`src/rtl/ps2_host_tx_pkg.sv`:
```
//------------------------------------------------------------------------------
// Module      : ps2_host_tx_pkg
// Description : Shared types, frame constants and helpers for the PS/2 host
//               transmitter.
// Revision    : 1.0 - initial release
//------------------------------------------------------------------------------
`default_nettype none

package ps2_host_tx_pkg;

    // Full wire frame is start + 8 data + parity + stop; the start bit is
    // driven directly, so the shift register holds one bit less.
    localparam int PS2_FRAME_BITS = 11;
    localparam int PS2_SHIFT_BITS = PS2_FRAME_BITS - 1;

    localparam logic [7:0] PS2_CMD_SETLED = 8'hED;
    localparam logic [7:0] PS2_CMD_RESET  = 8'hFF;

    typedef enum logic [2:0] {
        ST_IDLE      = 3'd0,
        ST_INHIBIT   = 3'd1,
        ST_REQ       = 3'd2,
        ST_DATA      = 3'd3,
        ST_ACK       = 3'd4,
        ST_WAIT_IDLE = 3'd5
    } ps2_tx_state_t;

    // Ceiling log2, never less than 1 so that counters always have a bit.
    function automatic int ps2_clog2(input int value);
        int r;
        int v;
        r = 0;
        v = value - 1;
        while (v > 0) begin
            r = r + 1;
            v = v >>> 1;
        end
        return (r < 1) ? 1 : r;
    endfunction

    // Shift-out order is LSB first: data[0..7], odd parity, stop.
    function automatic logic [PS2_SHIFT_BITS-1:0] ps2_frame(input logic [7:0] data);
        return {1'b1, ~^data, data};
    endfunction

endpackage

`default_nettype wire

```
`src/rtl/ps2_host_tx_line_sync.sv`:
```
//------------------------------------------------------------------------------
// Module      : ps2_line_sync
// Description : Two-stage synchronizer, consecutive-sample glitch filter and
//               registered falling-edge strobe for one PS/2 line.
// Revision    : 1.0 - initial release
//------------------------------------------------------------------------------
`default_nettype none

module ps2_line_sync
    import ps2_host_tx_pkg::*;
#(
    parameter int FILTER = 4
) (
    input  logic clk_sys,
    input  logic reset,
    input  logic line_in,
    output logic line_sync,
    output logic fall
);

    localparam int              c_fcnt_w = ps2_clog2(FILTER);
    localparam logic [c_fcnt_w-1:0] c_fcnt_last = c_fcnt_w'(FILTER - 1);

    logic [1:0]          r_sync;
    logic                r_filt;
    logic                r_fall;
    logic [c_fcnt_w-1:0] r_fcnt;

    // An idle PS/2 bus floats high, so everything resets to 1.
    always_ff @(posedge clk_sys) begin
        if (reset) begin
            r_sync <= 2'b11;
            r_filt <= 1'b1;
            r_fcnt <= '0;
            r_fall <= 1'b0;
        end else begin
            r_sync <= {r_sync[0], line_in};
            r_fall <= 1'b0;
            if (r_sync[1] == r_filt) begin
                r_fcnt <= '0;
            end else if (r_fcnt == c_fcnt_last) begin
                r_filt <= r_sync[1];
                r_fcnt <= '0;
                r_fall <= r_filt;
            end else begin
                r_fcnt <= r_fcnt + 1'b1;
            end
        end
    end

    assign line_sync = r_sync[1];
    assign fall      = r_fall;

endmodule

`default_nettype wire

```
`src/rtl/ps2_host_tx.sv`:
```
//------------------------------------------------------------------------------
// Module      : ps2_host_tx
// Description : PS/2 host-to-device command transmitter sharing the open-drain
//               clock/data pins with the receive-only keyboard port.
// Revision    : 1.0 - initial release
//------------------------------------------------------------------------------
`default_nettype none

module ps2_host_tx
    import ps2_host_tx_pkg::*;
#(
    parameter int CLK_KHZ    = 52000,
    parameter int INHIBIT_US = 120,
    parameter int TIMEOUT_US = 16000,
    parameter int FILTER     = 4
) (
    input  logic       clk_sys,
    input  logic       reset,
    input  logic       ps2clk_in,
    input  logic       ps2data_in,
    output logic       ps2clk_oe,
    output logic       ps2data_oe,
    input  logic [7:0] tx_data,
    input  logic       tx_valid,
    output logic       tx_ready,
    output logic       tx_busy,
    output logic       tx_done,
    output logic       tx_error
);

    localparam int c_inh_cyc = CLK_KHZ * INHIBIT_US / 1000;
    localparam int c_to_cyc  = CLK_KHZ * TIMEOUT_US / 1000;
    localparam int c_cnt_max = (c_inh_cyc > c_to_cyc) ? c_inh_cyc : c_to_cyc;
    localparam int c_cnt_w   = ps2_clog2(c_cnt_max);

    localparam logic [c_cnt_w-1:0] c_inh_last = c_cnt_w'(c_inh_cyc - 1);
    localparam logic [c_cnt_w-1:0] c_to_last  = c_cnt_w'(c_to_cyc - 1);
    localparam logic [3:0]         c_stop_idx = 4'(PS2_SHIFT_BITS - 1);

    logic                      w_clk_sync;
    logic                      w_clk_fall;
    logic [1:0]                r_data_sync;

    ps2_tx_state_t             r_state;
    logic [PS2_SHIFT_BITS-1:0] r_sh;
    logic [3:0]                r_bitcnt;
    logic [c_cnt_w-1:0]        r_cnt;
    logic                      r_ok;
    logic                      r_clk_oe;
    logic                      r_data_oe;
    logic                      r_ready;
    logic                      r_busy;
    logic                      r_done;
    logic                      r_error;

    ps2_line_sync #(
        .FILTER    (FILTER)
    ) u_clk_sync (
        .clk_sys   (clk_sys),
        .reset     (reset),
        .line_in   (ps2clk_in),
        .line_sync (w_clk_sync),
        .fall      (w_clk_fall)
    );

    // Data is only sampled mid-bit on a filtered clock edge, so plain
    // synchronization is enough.
    always_ff @(posedge clk_sys) begin
        if (reset) begin
            r_data_sync <= 2'b11;
        end else begin
            r_data_sync <= {r_data_sync[0], ps2data_in};
        end
    end

    always_ff @(posedge clk_sys) begin
        if (reset) begin
            r_state   <= ST_IDLE;
            r_sh      <= '1;
            r_bitcnt  <= '0;
            r_cnt     <= '0;
            r_ok      <= 1'b0;
            r_clk_oe  <= 1'b0;
            r_data_oe <= 1'b0;
            r_ready   <= 1'b1;
            r_busy    <= 1'b0;
            r_done    <= 1'b0;
            r_error   <= 1'b0;
        end else begin
            r_done  <= 1'b0;
            r_error <= 1'b0;
            case (r_state)
                ST_IDLE: begin
                    r_clk_oe  <= 1'b0;
                    r_data_oe <= 1'b0;
                    r_busy    <= 1'b0;
                    r_ready   <= 1'b1;
                    if (tx_valid && r_ready) begin
                        r_sh     <= ps2_frame(tx_data);
                        r_cnt    <= '0;
                        r_bitcnt <= '0;
                        r_ok     <= 1'b0;
                        r_ready  <= 1'b0;
                        r_busy   <= 1'b1;
                        r_clk_oe <= 1'b1;
                        r_state  <= ST_INHIBIT;
                    end
                end

                ST_INHIBIT: begin
                    if (r_cnt == c_inh_last) begin
                        r_cnt     <= '0;
                        r_clk_oe  <= 1'b0;
                        r_data_oe <= 1'b1;
                        r_state   <= ST_REQ;
                    end else begin
                        r_cnt <= r_cnt + 1'b1;
                    end
                end

                ST_REQ, ST_DATA, ST_ACK, ST_WAIT_IDLE: begin
                    // Timeout wins over any coincident device clock edge.
                    if (r_cnt == c_to_last) begin
                        r_clk_oe  <= 1'b0;
                        r_data_oe <= 1'b0;
                        r_busy    <= 1'b0;
                        r_error   <= 1'b1;
                        r_state   <= ST_IDLE;
                    end else begin
                        r_cnt <= r_cnt + 1'b1;
                        case (r_state)
                            ST_REQ: begin
                                if (w_clk_fall) begin
                                    r_data_oe <= ~r_sh[0];
                                    r_sh      <= {1'b0, r_sh[PS2_SHIFT_BITS-1:1]};
                                    r_bitcnt  <= 4'd1;
                                    r_state   <= ST_DATA;
                                end
                            end
                            ST_DATA: begin
                                if (w_clk_fall) begin
                                    r_sh     <= {1'b0, r_sh[PS2_SHIFT_BITS-1:1]};
                                    r_bitcnt <= r_bitcnt + 1'b1;
                                    if (r_bitcnt == c_stop_idx) begin
                                        r_data_oe <= 1'b0;
                                        r_state   <= ST_ACK;
                                    end else begin
                                        r_data_oe <= ~r_sh[0];
                                    end
                                end
                            end
                            ST_ACK: begin
                                if (w_clk_fall) begin
                                    r_ok    <= ~r_data_sync[1];
                                    r_state <= ST_WAIT_IDLE;
                                end
                            end
                            default: begin
                                // Bus must return to idle before the result
                                // is reported, so the receiver resumes cleanly.
                                if (w_clk_sync && r_data_sync[1]) begin
                                    r_done  <= r_ok;
                                    r_error <= ~r_ok;
                                    r_busy  <= 1'b0;
                                    r_state <= ST_IDLE;
                                end
                            end
                        endcase
                    end
                end

                default: begin
                    r_clk_oe  <= 1'b0;
                    r_data_oe <= 1'b0;
                    r_busy    <= 1'b0;
                    r_state   <= ST_IDLE;
                end
            endcase
        end
    end

    assign ps2clk_oe  = r_clk_oe;
    assign ps2data_oe = r_data_oe;
    assign tx_ready   = r_ready;
    assign tx_busy    = r_busy;
    assign tx_done    = r_done;
    assign tx_error   = r_error;

endmodule

`default_nettype wire

```
`config.mk`:
```
export PLATFORM = sky130hd
export DESIGN_NAME = ps2_host_tx
export DESIGN_NICKNAME = d
export VERILOG_FILES = /design/src/rtl/ps2_host_tx_pkg.sv /design/src/rtl/ps2_host_tx_line_sync.sv /design/src/rtl/ps2_host_tx.sv
export SDC_FILE = /design/constraint.sdc
export NUM_CORES = 1
export LEC_CHECK = 0
export BUFFER_PORTS_ARGS = -buffer_cell sky130_fd_sc_hd__buf_2
export CAP_MARGIN = 20
export CORE_MARGIN = 1
export CORE_UTILIZATION = 64
export DETAILED_ROUTE_END_ITERATION = 10
export HOLD_SLACK_MARGIN = 0.1
export PLACE_DENSITY = 0.81
export SKIP_CTS_REPAIR_TIMING = 1
export SLEW_MARGIN = 25
export SYNTH_ARGS = -nofsm -noshare
export SYNTH_HDL_FRONTEND = slang
export SYNTH_SLANG_ARGS = --single-unit
```
`constraint.sdc`:
```
create_clock -name clk_sys -period 3.6 [get_ports clk_sys]
set_clock_uncertainty 0.05 [all_clocks]
set_input_delay 0.72 -clock clk_sys [delete_from_list [all_inputs] [get_ports clk_sys]]
set_output_delay 0.72 -clock clk_sys [all_outputs]
set_load 0.1 [all_outputs]
```
Word level (Yosys, flattened, before mapping) --
Cells that the tools add are included.
Storage, ports and cells: input bits 13, output and inout port bits 6, bits in registers 52
Cells by class: eq/ne operators 28, add/subtract/negate cells 3, muxes and demuxes 49, reductions and logical operators 22, bitwise logic cells 8
Operators with widths (number):
- two-way mux 20 bit | 3
- one-hot mux 20 bit (3 select lines) | 1
- two-way mux 10 bit | 4
- two-way mux 3 bit | 8
- adder 20 x 1 -> 20 bit, second input constant | 1
- equality test 20 x 13 -> 1 bit, second input constant | 1
- equality test 20 bit, second input constant | 1
- one-hot mux 10 bit (2 select lines) | 1
- two-way mux 1 bit | 19
- one-hot mux 3 bit (3 select lines) | 2
- two-way mux 4 bit | 4
- one-hot mux 4 bit (2 select lines) | 2
- != test 2 bit, second input constant | 6
- != test 4 x 3 -> 1 bit, second input constant | 3
- AND reduction 5 bit | 2
- != test 3 bit, second input constant | 3
- OR reduction 3 bit | 3
- != test 4 bit, second input constant | 2
- NOT 1 bit | 8
- XNOR reduction 8 bit | 1
- AND reduction 7 bit | 1
- OR reduction 7 bit | 1
- equality test 3 x 2 -> 1 bit, second input constant | 2
- equality test 3 bit, second input constant | 2
- other kinds (21) | 29

Depth between registers and ports, before layout --
Gate-level depths: netlist (run 1).
depth in word-level cells 6, gate-level depth with buffers 7, depth with buffers taken out 7

Modules after synthesis --
A second synthesis (run 1) with hierarchy kept.
Unflattened totals: cells, all modules 320, area total of the unflattened synthesis 2687.6 um^2
By module, submodules not included:
- ps2_host_tx | times used 1, area an instance 2483.6 um^2, cells each 305, sequential area each 920.9 um^2
- ps2_line_sync | times used 1, area an instance 203.9 um^2, cells each 15, sequential area each 120.1 um^2

Worst setup path before layout (run 1) --
Ideal clock, no wire load.
kind flip-flop to flip-flop, from reg r_ready (netlist: tx_ready), to reg r_cnt[10], arrival time 2294 ps, slack 1186 ps, stages on the path, launching flop included 7, library setup time 70 ps, buffers on the path 1, clock period less this slack 2414 ps, cell sequence dfxtp_1 -> a2111o_1 -> buf_2 -> nand2_1 -> a21o_4 -> or4_1 -> a21oi_1
Between the ends: longest elaborated chain between the ends 3
Ends and longest elaborated chain:
- start: declaration | RTL line ps2_host_tx.sv:51 | logic r_ready;
- start signal: assignment | RTL line ps2_host_tx.sv:85 | r_ready <= 1'b1;
- start signal: assignment | RTL line ps2_host_tx.sv:97 | r_ready <= 1'b1;
- start signal: assignment | RTL line ps2_host_tx.sv:103 | r_ready <= 1'b0;
- logical AND 1 bit | RTL line ps2_host_tx.sv:98 | if (tx_valid && r_ready) begin
- != test 2 bit (no line)
- AND reduction 3 bit (no line)
- end signal: assignment | RTL line ps2_host_tx.sv:117 | r_cnt <= r_cnt + 1'b1;
- end signal: assignment | RTL line ps2_host_tx.sv:130 | r_cnt <= r_cnt + 1'b1;
- end: declaration | RTL line ps2_host_tx.sv:47 | logic [c_cnt_w-1:0] r_cnt;
No other way between the ends. A chain may end at the register's enable or synchronous reset.

Worst setup path after layout (run 1) --
from reg r_state[2], to reg r_cnt[10]
Between the ends: longest elaborated chain between the ends 4, elaborated cells between the ends (all ways) 12, those cells by class eq/ne: 7; mux: 1; reduce/logical: 4
Ends and longest elaborated chain:
- start: declaration | RTL line ps2_host_tx.sv:44 | ps2_tx_state_t r_state;
- start signal: assignment | RTL line ps2_host_tx.sv:78 | r_state <= ST_IDLE;
- start signal: assignment | RTL line ps2_host_tx.sv:106 | r_state <= ST_INHIBIT;
- start signal: assignment | RTL line ps2_host_tx.sv:115 | r_state <= ST_REQ;
- equality test 3 bit or equality test 3 x 2 -> 1 bit (tied branches) | RTL line ps2_host_tx.sv:92 | case (r_state)
- OR reduction 4 bit | RTL line ps2_host_tx.sv:92
- != test 2 bit (no line) or nonzero test 3 bit (tied branches)
- AND reduction 3 bit (no line)
Several ways; a longest one is shown, not always the timed one.

==> summary.txt, run 1 <==
status = finished, final reports clean
first-pass GRT wire length = 9160 um
Clock Pin Slew Worst Setup and Hold Paths = 100 ps
f_max = 391 MHz
H-tree Lvls = 2
Non-Filler Instances = 378
Port Buffers = 18
Net Count, Synth = 338
GR Overflow Total = 0
CP cell instances = xnor2_2 -> nor4_4 -> a21o_4 -> or4_1 -> a21oi_1
gr usage total = 0.262
Total Power = 1.97 mW
Multi-input gate area = 1600 um^2
Crit Path Max Fanout = 21
fillcell total = 335
cell at the slowest stage of the critical path = xnor2_2
crit-path leading delay family = XOR/XNOR gates
vias in the first global route = 1978
average wire per standard cell = 15.1 um
Vias = 2371
arrival time worst endpoint = 2750 ps
Final Cycle Share = 0.711
Post-synth ARST share = 0
Clock Latency Late Sink = 310 ps
row count = 23
min-delay worst type = register to register
CP endpoint kind = register
CP startpoint kind = register
CTS tree = yes
DP Area = 2820 um^2
Routed WL = 5690 um
Area Overhead vs Synth = 6.37%
final setup fails = 0
Iter 0 DRT Violations = 224
Top FF cell, synth = dfxtp_1
RSZ-0062 raised after global routing = no
Vias/cell = 6.27
drt pass-1 iters = 4
fin nets = 344
DRC violations left = 0
largest net degree at the start of global routing = 35
Yosys reg bits = 52
Post-Syn Instances = 321
clk sink count = 52
buffers and inverters on the worst path = 0
cts bufs inserted = 5
crit path time final = 2560 ps
Lkg Pwr = 1.04 nW
Final Cell Area = 2930 um^2
Worst Setup Path Type = register to register
Top Ports = 19
clock root buffer master = clkbuf_8
Synth cell types = 57
Final ANT Viol Nets = 0
power per standard cell area = 672 nW/um^2
antenna violations before repair = 0
max cap viols = 0
Critical Path Max Stage Delay = 830 ps
VDD IR-drop max = 0.441 mV
register area = 1040 um^2
Post-Syn Area = 2750 um^2
share of layout cells above drive strength 1 = 0.131
synthesized area per cell = 8.57 um^2
die area = 4570 um^2
Placeable Area = 4060 um^2
final number of hold-violating endpoints = 0
Chip Width = 67.6 um
number of synthesized flops with an enable pin = 0
Rel. slew slack = 0.344
Layout Utilization = 0.721
Crit path required time = 3790 ps
Initial Utilization = 0.678
gp weighted congestion = 0.935
Worst-Margin Slew = 979 ps
register area share after synthesis = 0.378
setup TNS = 0 ps
worst-case clock buffer depth = 2
placed instance count = 370
DPL Wire Length = 3940 um
Ant. Diodes = 0
DIE HEIGHT = 67.6 um
fin. max-slew vios = 0
number of synthesis warnings = 0
==> final cells by class <==
class / instances / area share
inverter: 4 / 0.00513
sequential: 52 / 0.356
timing repair buffer: 19 / 0.0333
tap: 50 / 0.0214
clock inverter: 2 / 0.0120
clock buffer: 6 / 0.0248
multi-input combinational: 245 / 0.548
==> metrics by stage <==
step / hold WS [ps] / setup WS [ps]
after floorplan: 339 / 1190
after global placement: 345 / 1170
after detailed placement: 344 / 1040
after CTS: 367 / 1030
after global routing: 383 / 813
final: 365 / 1040
==> power breakdown <==
| group | internal [mW] | total, mW | leakage [nW] | switching, mW |
|---|---|---|---|---|
| Sequential | 0.667 | 0.746 | 0.423 | 0.0790 |
| Combinational | 0.255 | 0.825 | 0.558 | 0.571 |
| Clock | 0.206 | 0.394 | 0.0552 | 0.187 |
| Total | 1.13 | 1.97 | 1.04 | 0.837 |
==> synth_stat cells (2+ instances only) <==
library cell	instances	share of area
nor2_1	31	0.042
and2_1	3	0.0068
a32oi_1	2	0.0064
dfxtp_1	52	0.38
or4_1	3	0.0082
xnor2_1	20	0.064
nor4_1	8	0.018
nand3_1	13	0.024
nor2b_1	11	0.025
xor2_1	4	0.013
ha_1	4	0.018
nand2_1	19	0.026
nor3_1	16	0.029
or3_1	2	0.0045
nand3b_1	2	0.0055
a211oi_2	2	0.0091
a31o_2	2	0.0064
a31oi_1	5	0.011
o21ai_0	6	0.011
or2_2	4	0.0091
o21bai_1	10	0.027
a21o_1	2	0.0055
a211oi_1	2	0.0055
o31ai_1	2	0.0055
a221oi_1	9	0.029
and3_1	5	0.011
a21oi_1	17	0.031
inv_1	4	0.0055
clkbuf_1	10	0.014
o21a_1	3	0.0082
nand4_1	12	0.027
buf_2	8	0.015
nand2b_1	4	0.0091
==> sequential cells by signal (all words and copies together) (netlist names) <==
signal             cells
u_clk_sync.fall        1
tx_error               1
tx_busy                1
u_clk_sync.r_fcnt      2
r_data_sync            2
ps2data_oe             1
tx_ready               1
u_clk_sync.r_filt      1
tx_done                1
r_ok                   1
r_bitcnt               4
r_sh                  10
r_cnt                 20
ps2clk_oe              1
u_clk_sync.r_sync      2
r_state                3
==> path summary, 6_finish.rpt <==
check | from | end | slack (ps) | cells past startpoint
max | r_state[2] | r_cnt[10] | 1040 | 5
min | u_clk_sync.r_sync[0] | u_clk_sync.r_sync[1] | 360 | 1
max reg2reg | r_state[2] | r_cnt[10] | 1040 | 5
min reg2reg | u_clk_sync.r_sync[0] | u_clk_sync.r_sync[1] | 360 | 1
==> metal layers <==
metal  global-route usage  vias to the layer above  routed length (um)
met4               0.0851                        0                  69
met5                    0                        -                   0
met1                0.380                     1105                2820
met3               0.0422                        9                 301
met2                0.392                       73                2500
li1                     -                     1184                   -
==> cells in the final DEF (no fill, tap or decap), types with 2 or more instances in the layout <==
| master | instances |
|---|---|
| a211oi_1 | 2 |
| a211oi_2 | 2 |
| ha_1 | 4 |
| or2_2 | 4 |
| buf_2 | 18 |
| o21a_1 | 3 |
| clkbuf_8 | 5 |
| xor2_1 | 4 |
| a21o_1 | 2 |
| inv_1 | 4 |
| nand3_1 | 13 |
| a31o_2 | 2 |
| a221oi_1 | 9 |
| o31ai_1 | 2 |
| or4_1 | 3 |
| a21oi_1 | 17 |
| nor3_1 | 16 |
| dfxtp_1 | 52 |
| nor2_1 | 31 |
| xnor2_1 | 20 |
| o21bai_1 | 10 |
| nor2b_1 | 11 |
| and2_1 | 3 |
| nand3b_1 | 2 |
| nor4_1 | 8 |
| and3_1 | 5 |
| or3_1 | 2 |
| nand2b_1 | 4 |
| a31oi_1 | 5 |
| o21ai_0 | 6 |
| nand2_1 | 19 |
| a32oi_1 | 2 |
| nand4_1 | 12 |
==> worst register-to-register path: stages (launching register included) <==
cell and delay, ps:
dfxtp_1 480, xnor2_2 830, nor4_4 160, a21o_4 290, or4_1 520, a21oi_1 170
==> logic make-up (layout without fill, tap and decap cells) <==
logic type,Yosys count,in the layout,synth area share
compound gates,71,71,0.186
xor+xnor,25,25,0.0823
fa+ha+maj,5,5,0.0218
buf+inv,24,31,0.0391
flops,52,52,0.378
mux,1,1,0.00364
simple gates,143,143,0.289
Power figures use the tool's default switching activity.
==> run 2, diff against run 1 <==
CORE_UTILIZATION = 54   (was 64)
PLACE_DENSITY = 0.72   (was 0.81)
clock period = 2.05 ns   (was 3.6 ns; I/O delays follow)
==> summary.txt, run 2 (synthesized netlist as in run 1, its figures left out) <==
most common cell after layout, fill and taps aside = dfxtp_1
Port Buffers = 18 (unchanged)
DIE HEIGHT = 73.4 um (+8.6%)
Iter 0 DRT Violations = 211 (-5.8%)
gp weighted congestion = 0.903 (-3.4%)
share of layout cells above drive strength 1 = 0.194 (+0.0625)
DPL Wire Length = 4320 um (+9.7%)
internal reg-to-reg setup slack = 60 ps (-980 ps)
drt pass-1 iters = 4 (unchanged)
worst-case clock buffer depth = 2 (unchanged)
f_max = 502 MHz (+28%)
Lkg Pwr = 1.14 nW (+9.9%)
row count = 25 (+8.7%)
Final ANT Viol Nets = 0 (unchanged)
clk sink count = 52 (unchanged)
cts bufs inserted = 5 (unchanged)
CTS tree = yes
Total Power = 3.61 mW (+84%)
Crit Path Max Fanout = 7 (-67%)
Multi-input gate area = 1630 um^2 (+1.5%)
VDD IR-drop max = 0.553 mV (+25%)
Vias/cell = 5.88 (-6.3%)
Final Cycle Share = 0.972 (+0.261)
Ant. Diodes = 0 (unchanged)
Routed WL = 5990 um (+5.2%)
final setup fails = 0 (unchanged)
RSZ-0062 raised after global routing = no
status = finished, final reports clean
commonest non-fill, non-tap cells in the layout = dfxtp_1, nor2_1, xnor2_1
H-tree Lvls = 2 (unchanged)
first-pass GRT wire length = 10000 um (+9.6%)
Top Ports = 19 (unchanged)
biggest regs = r_cnt x20, r_sh x10, r_bitcnt x4
fillcell total = 449 (+34%)
Worst-Margin Slew = 552 ps (-427 ps)
min-delay worst type = input port to register
Vias = 2427 (+2.4%)
CP endpoint kind = register
Area Overhead vs Synth = 13.4%
Initial Utilization = 0.571 (-0.107)
clock root buffer master = clkbuf_8
fin. max-slew vios = 0 (unchanged)
arrival time worst endpoint = 2160 ps (-590 ps)
vias in the first global route = 2169 (+9.7%)
largest net degree at the start of global routing = 21 (-40%)
setup TNS = 0 ps (unchanged)
Chip Width = 73.4 um (+8.6%)
DRC violations left = 0 (unchanged)
gr usage total = 0.237 (-0.0252)
CP startpoint kind = register
GR Overflow Total = 0 (unchanged)
Clock Latency Late Sink = 300 ps (about the same)
Rel. slew slack = 0.632 (+0.288)
power per standard cell area = 1160 nW/um^2 (+72%)
Placeable Area = 4820 um^2 (+19%)
fin nets = 362 (+5.2%)
antenna violations before repair = 0 (unchanged)
register area = 1050 um^2 (+0.48%)
crit path time final = 1990 ps (-566 ps)
Clock Pin Slew Worst Setup and Hold Paths = 90 ps (about the same)
Largest register FFs = 20 (unchanged)
final number of hold-violating endpoints = 0 (unchanged)
Crit path required time = 2220 ps (-1570 ps)
largest reg by FF count = r_cnt
Worst Setup Path Type = register to register
max cap viols = 0 (unchanged)
average wire per standard cell = 14.5 um (-3.7%)
die area = 5380 um^2 (+18%)
==> run 2: area by class of cell <==
type	count	share of cell area
inverters	4	0.00481
multi-input cells	245	0.521
flip-flops and latches	52	0.335
clock buffers	7	0.0345
well taps	67	0.0269
repair buffers	37	0.0746
clock inverters	1	0.00281
==> run 2: through the flow <==
| step | cells | instance area, um^2 | setup WS [ps] | hold WS [ps] | util |
|---|---|---|---|---|---|
| 6_report | 413 | 3120 | 57.6 | 237 | 0.648 |
| 3_3_place_gp | 405 | 2980 | 68.0 | 340 | 0.618 |
| 4_1_cts | 413 | 3100 | 15.3 | 228 | 0.643 |
| 5_1_grt | 413 | 3120 | 3.03 | 220 | 0.648 |
| 3_5_place_dp | 405 | 2980 | 29.2 | 349 | 0.618 |
| 2_1_floorplan | 321 | 2760 | 94.2 | 339 | - |
==> run 2: metal layers <==
metal	share of wire	vias up	track usage
li1	-	1228	-
met1	0.50	1139	0.335
met2	0.45	50	0.369
met3	0.035	10	0.0425
met4	0.015	0	0.0726
met5	0	-	0
==> run 2: final timing paths <==
kind | start | end | depth (start not counted)
max | r_cnt[16] | r_ok | 5
min | ps2clk_in | u_clk_sync.r_sync[0] | 2
max reg2reg | r_cnt[16] | r_ok | 5
min reg2reg | r_data_sync[0] | r_data_sync[1] | 1
==> run 2: report_power, final <==
group	internal, mW	switching (mW)
sequential	1.18	0.104
combinational	0.580	1.07
clock	0.350	0.330
total	2.11	1.50
==> run 2: critical path, stage by stage, from the launching register on <==
cell and delay (ps):
dfxtp_1 360, or4_4 550, nor3_4 310, and2_1 290, o22ai_1 130, a211oi_2 230
